$ cat src/rtl/fir_mac_sequencer.sv
// Time-multiplexed FIR: one shared signed multiplier/accumulator stepped over N_TAPS taps per sample.
// Latency: sample accepted at edge t, y_valid high after edge t+N_TAPS, y_out registered at edge t+N_TAPS+1.
// Backpressure: in_ready is low in MAC/DONE and while coef_load is pending in IDLE; one sample per N_TAPS+2 cycles.
//
// Ports:
//   clk, reset        clock; synchronous active-high reset
//   coef_load         request coefficient reload (honoured in IDLE only)
//   in_data/in_valid  coefficient (LOAD) or sample (IDLE) stream
//   in_ready          combinational accept indication
//   y_out/y_valid     filtered result (held) and its one-cycle pulse
//   busy              high while the MAC sequence or result write is in progress
//   sat_flag          present only with FIR_SAT_OUT_EN: result was clamped
//
// Build option: define FIR_SAT_OUT_EN to saturate y_out instead of wrapping it.

module fir_mac_sequencer #(
  parameter int N_TAPS     = 3,
  parameter int BW_in      = 6,
  parameter int BW_product = 12,
  parameter int BW_sum     = 14,
  parameter int BW_out     = 8
) (
  input  logic                    clk,
  input  logic                    reset,
  input  logic                    coef_load,
  input  logic signed [BW_in-1:0] in_data,
  input  logic                    in_valid,
  output logic                    in_ready,
  output logic [BW_out-1:0]       y_out,
  output logic                    y_valid,
`ifdef FIR_SAT_OUT_EN
  output logic                    busy,
  output logic                    sat_flag
`else
  output logic                    busy
`endif
);

  localparam int KW = (N_TAPS > 1) ? $clog2(N_TAPS) : 1;
  localparam logic [KW-1:0] K_LAST = KW'(N_TAPS - 1);

  typedef enum logic [1:0] {
    S_LOAD = 2'd0,
    S_IDLE = 2'd1,
    S_MAC  = 2'd2,
    S_DONE = 2'd3
  } state_t;

  state_t r_state;
  state_t w_state_nxt;

  logic signed [BW_in-1:0]  r_c [N_TAPS];
  logic signed [BW_in-1:0]  r_x [N_TAPS];
  logic [KW-1:0]            r_load_cnt;
  logic [KW-1:0]            r_k;
  logic signed [BW_sum-1:0] r_acc;
  logic [BW_out-1:0]        r_y_out;

  logic                     w_accept;
  logic signed [BW_in-1:0]  w_x_sel;
  logic signed [BW_in-1:0]  w_c_sel;
  logic signed [BW_product-1:0] w_prod;
  logic signed [BW_sum-1:0] w_prod_ext;
  logic [BW_out-1:0]        w_y_nxt;

  // ---------------------------------------------------------------------------
  // FSM: state register
  // ---------------------------------------------------------------------------
  always_ff @(posedge clk) begin
    if (reset) begin
      r_state <= S_LOAD;
    end else begin
      r_state <= w_state_nxt;
    end
  end

  // ---------------------------------------------------------------------------
  // FSM: next-state logic
  // ---------------------------------------------------------------------------
  always_comb begin
    w_state_nxt = r_state;
    case (r_state)
      S_LOAD: begin
        if (w_accept && (r_load_cnt == K_LAST)) begin
          w_state_nxt = S_IDLE;
        end
      end
      S_IDLE: begin
        // coef_load has priority: a same-cycle sample is refused via in_ready.
        if (coef_load) begin
          w_state_nxt = S_LOAD;
        end else if (w_accept) begin
          w_state_nxt = S_MAC;
        end
      end
      S_MAC: begin
        if (r_k == K_LAST) begin
          w_state_nxt = S_DONE;
        end
      end
      S_DONE: begin
        w_state_nxt = S_IDLE;
      end
      default: begin
        w_state_nxt = S_LOAD;
      end
    endcase
  end

  // ---------------------------------------------------------------------------
  // FSM: outputs
  // ---------------------------------------------------------------------------
  always_comb begin
    in_ready = 1'b0;
    busy     = 1'b0;
    y_valid  = 1'b0;
    case (r_state)
      S_LOAD: in_ready = 1'b1;
      S_IDLE: in_ready = !coef_load;
      S_MAC:  busy     = 1'b1;
      S_DONE: begin
        busy    = 1'b1;
        y_valid = 1'b1;
      end
      default: in_ready = 1'b0;
    endcase
  end

  assign w_accept = in_valid && in_ready;

  // ---------------------------------------------------------------------------
  // Shared MAC datapath: tap k of the delay line times coefficient k
  // ---------------------------------------------------------------------------
  assign w_x_sel    = r_x[r_k];
  assign w_c_sel    = r_c[r_k];
  assign w_prod     = BW_product'(w_x_sel) * BW_product'(w_c_sel);
  assign w_prod_ext = BW_sum'(w_prod);

`ifdef FIR_SAT_OUT_EN
  localparam logic signed [BW_sum-1:0] SAT_MAX = BW_sum'((2 ** (BW_out - 1)) - 1);
  localparam logic signed [BW_sum-1:0] SAT_MIN = ~SAT_MAX;

  logic w_sat_nxt;
  logic r_sat_flag;

  always_comb begin
    w_y_nxt   = r_acc[BW_out-1:0];
    w_sat_nxt = 1'b0;
    if (r_acc > SAT_MAX) begin
      w_y_nxt   = SAT_MAX[BW_out-1:0];
      w_sat_nxt = 1'b1;
    end else if (r_acc < SAT_MIN) begin
      w_y_nxt   = SAT_MIN[BW_out-1:0];
      w_sat_nxt = 1'b1;
    end
  end

  always_ff @(posedge clk) begin
    if (reset) begin
      r_sat_flag <= 1'b0;
    end else if (r_state == S_DONE) begin
      r_sat_flag <= w_sat_nxt;
    end
  end

  assign sat_flag = r_sat_flag;
`else
  assign w_y_nxt = r_acc[BW_out-1:0];
`endif

  // ---------------------------------------------------------------------------
  // Coefficients, delay line, counters, accumulator and result register
  // ---------------------------------------------------------------------------
  always_ff @(posedge clk) begin
    if (reset) begin
      for (int i = 0; i < N_TAPS; i++) begin
        r_c[i] <= '0;
        r_x[i] <= '0;
      end
      r_load_cnt <= '0;
      r_k        <= '0;
      r_acc      <= '0;
      r_y_out    <= '0;
    end else begin
      case (r_state)
        S_LOAD: begin
          // First-loaded coefficient ends up in c[N_TAPS-1].
          if (w_accept) begin
            for (int i = N_TAPS - 1; i > 0; i--) begin
              r_c[i] <= r_c[i-1];
            end
            r_c[0] <= in_data;
            if (r_load_cnt == K_LAST) begin
              r_load_cnt <= '0;
            end else begin
              r_load_cnt <= r_load_cnt + KW'(1);
            end
          end
        end
        S_IDLE: begin
          if (w_accept) begin
            for (int i = N_TAPS - 1; i > 0; i--) begin
              r_x[i] <= r_x[i-1];
            end
            r_x[0] <= in_data;
            r_acc  <= '0;
            r_k    <= '0;
          end
        end
        S_MAC: begin
          // Accumulator wraps modulo 2^BW_sum by construction.
          r_acc <= r_acc + w_prod_ext;
          if (r_k == K_LAST) begin
            r_k <= '0;
          end else begin
            r_k <= r_k + KW'(1);
          end
        end
        S_DONE: begin
          r_y_out <= w_y_nxt;
        end
        default: begin
          r_k <= '0;
        end
      endcase
    end
  end

  assign y_out = r_y_out;

endmodule

$ cat config.mk
export PLATFORM = sky130hd
export DESIGN_NAME = fir_mac_sequencer
export DESIGN_NICKNAME = d
export VERILOG_FILES = /design/src/rtl/fir_mac_sequencer.sv
export SDC_FILE = /design/constraint.sdc
export NUM_CORES = 1
export LEC_CHECK = 0
export ABC_CLOCK_PERIOD_IN_PS = 7250
export BUFFER_PORTS_ARGS = -buffer_cell sky130_fd_sc_hd__buf_2
export CAP_MARGIN = 20
export CORE_UTILIZATION = 50
export CTS_CLUSTER_DIAMETER = 200
export DETAILED_ROUTE_END_ITERATION = 8
export GPL_ROUTABILITY_DRIVEN = 0
export PLACE_DENSITY = 0.72
export SLEW_MARGIN = 15
export SYNTH_ARGS = -nofsm -noshare
export SYNTH_HDL_FRONTEND = slang
export SYNTH_SLANG_ARGS = --single-unit
$ cat constraint.sdc
create_clock -name clk -period 7.25 [get_ports clk]
set_input_delay 0 -clock clk [delete_from_list [all_inputs] [get_ports clk]]
set_output_delay 0 -clock clk [all_outputs]
set_load 0.02 [all_outputs]
==> reports/results.tsv <==
stage	metric	value	unit
die	dieWidth	86.9	um
grt	overflow	0	
cts	htreeDepth	3	
worst_setup_path	max_stage_delay	0.76	ns
synth	synth_edf_count	36	
worst_setup_path	critPathArrivalTime	5.36	ns
timing	worst_slew_pin_slew	0.844	ns
timing	fin_ws	2.15	ns
synth	ys_seq_area_share	43.3	%
synth	yosysTopAreaCell	edfxtp_1	
routing	num_vias	2339	
die	die-area	7550	sq um
grt	grt_use_total	18.8	%
timing	relSlewSlack	43.6	%
timing	skew	0.00792	ns
synth	yosys-top-cells-area	edfxtp_1 (30%), dfxtp_1 (13%), fa_1 (10%)	
die	initial_utilization	52.4	%
cts	post_cts_buffers	0	
cts	path_clk_slew	0.07	ns
worst_setup_path	cp.depth	17	
worst_setup_path	startpoint_type	register	
timing	slew_violations	0	
power	vdd_drop_max	0.000164	V
timing	period_needed	5.10	ns
cells_and_area	drive_gt1_share	11.1	%
cells_and_area	areaGrowthSynthToFinish	11.6	%
cells_and_area	nNetsFinal	425	
worst_hold_path	hp-class	in -> reg	
routing	ant_nets	0	
status	status	complete, no violations	
timing	fmax	196	MHz
die	ios	21	
cts	cts_made_buffers	9	
timing	fin_crit_sh	70.4	%
timing	setup-violations-final	0	
synth	synth_commonest_cells	nand2_1 (40), and2_1 (38), inv_1 (37)	
grt	grt_pass1_wl	10.7	mm
power	p_per_area	225	nW/um^2
cts	root_buffer	clkbuf_8	
routing	drc	0	
worst_hold_path	hold_depth	2	
cts	hold_buffers	6	
timing	timing.hold.ws	0.110	ns
routing	drtIter0Drc	119	
placement	hpwlAfterDp	4.54	mm
cts	clockBufferDepth	2	
grt	antenna_found_initial	0	
cts	cts.sinks	60	
routing	firstDrtPassIters	4	
grt	grt_max_degree	28	
routing	routed_wl	6.16	mm
grt	grt_pass1_vias	2330	
worst_setup_path	crit_chain	mux2i_1, nor2_1, a21oi_1, nand2_1, fa_1, fa_1, inv_1, fa_1, inv_1, fa_1, inv_1, ha_1, inv_1, o21bai_1, a21oi_1, xnor3_1, o31ai_2	
placement	dpl_cell_area	3770	sq um
worst_setup_path	r2r_cells	17	
die	core	6870	sq um
worst_setup_path	crit_type	reg -> reg	
cts	post_cts_resized	0	
synth	ys_ff_latch	60	
worst_setup_path	cp_slowest_cell	dfxtp_1	
worst_setup_path	endpoint_kind	register	
timing	rsz0062_at_grt	false	
placement	numPortBuffers	20	
timing	tns	0	ns
cells_and_area	design_area	4020	sq um
routing	routedWlPerCell	13.0	um
worst_setup_path	critPathTopFamily	adder cells	
run	maxCapViolations	0	
die	rows	30	
power	p_leak	1.65	nW
synth	synth_area	3600	sq um
synth	synthCells	347	
synth	async_flop_share	0	%
cts	clock_latency	0.34	ns
worst_setup_path	worst-path-max-fanout	12	
synth	ys_warn_count	0	
cells_and_area	diodes	0	
synth	ys_types	34	
die	die_h	86.9	um
placement	pre_cts_ws	2.10	ns
routing	via_per_inst	4.92	
worst_setup_path	worstPathRequired	7.51	ns
synth	syn_avg_cell_area	10.4	sq um
synth	yosysTopAreaCellShare	30.0	%
timing	hold_viol_final	0	
synth	synth_top_flop_cell	edfxtp_1	
worst_setup_path	worst-path-buf-inv	4	
cts	cts_tree	yes	
synth	postSynthNetCount	398	
synth	yosysMostFrequentCell	nand2_1	
## worst paths after layout
| path | start | to | slack, ns |
|---|---|---|---|
| worst min register to register | r_acc[1] | r_acc[1] | 0.48 |
| worst max register to register | register | r_acc[7] | 2.15 |
| worst max-delay path | register | r_acc[7] | 2.15 |
| worst min-delay path | reset | y_out[0] | 0.11 |
## power breakdown
part	switching [mW]	internal [mW]	leakage, nW
Clock	0.132	0.157	0.0931
Sequential	0.0114	0.392	0.578
Combinational	0.122	0.0878	0.982
## layer usage
layer | wire length [um] | track usage (%) | up-vias | share of wire (%)
met3 | 174 | 4.17 | 12 | 2.8
met4 | 110 | 8.18 | 0 | 1.8
met5 | 0 | 0 | - | 0
met1 | 2830 | 23.0 | 1098 | 46
li1 | - | - | 1193 | -
met2 | 3050 | 31.9 | 36 | 49
## logic make-up after synthesis
kind of cell	synth area share (%)
adder cells (fa/ha/maj)	18.0
flip-flops	43.3
AO/OA/AOI/OAI	6.63
XOR/XNOR	4.24
multiplexers	5.56
buffers and inverters	5.18
AND/OR/NAND/NOR	17.1
## stage by stage
stage,total power [mW],util [%],std cells
CTS,0.911,58.5,475
detailed placement,0.622,55.0,453
global placement,0.612,55.0,453
floorplan,0.576,-,347
global route,0.959,58.5,475
finish,0.902,58.5,475
## final cells by class
type / instances / area [sq um]
clock buffers: 11 / 131
inverters: 37 / 139
multi-input cells: 240 / 1850
repair buffers: 26 / 160
fillers: 608 / 2850
clock inverters: 5 / 52.6
flip-flops and latches: 60 / 1560
well taps: 96 / 120
## state kept, by name, indices dropped and copies added (netlist names), named ones only
| signal | count |
|---|---|
| r_c | 18 |
| r_state | 2 |
| r_acc | 8 |
| r_k | 2 |
| y_out | 8 |
| r_load_cnt | 2 |
| r_x | 18 |
## cells in the final DEF (no fill, tap or decap), types with 2 or more instances in the layout
cell / Yosys / layout
a21o_1: 2 / 2
a21oi_1: 17 / 17
and2_1: 38 / 38
buf_2: 2 / 20
clkbuf_1: 7 / 2
clkbuf_8: 0 / 9
clkinv_2: 0 / 3
dfxtp_1: 24 / 24
dlygate4sd3_1: 0 / 6
edfxtp_1: 36 / 36
fa_1: 18 / 18
ha_1: 23 / 23
inv_1: 37 / 37
mux2i_1: 20 / 20
nand2_1: 40 / 40
nand2b_1: 7 / 7
nand3_1: 6 / 6
nand3b_1: 2 / 2
nor2_1: 25 / 25
nor2b_1: 2 / 2
nor3_1: 2 / 2
nor3b_1: 2 / 2
o21ai_0: 5 / 5
o21ai_1: 4 / 4
o21ai_2: 5 / 5
xnor2_1: 9 / 9
xor2_1: 4 / 4
No activity file was read; power rests on OpenSTA's default activity.
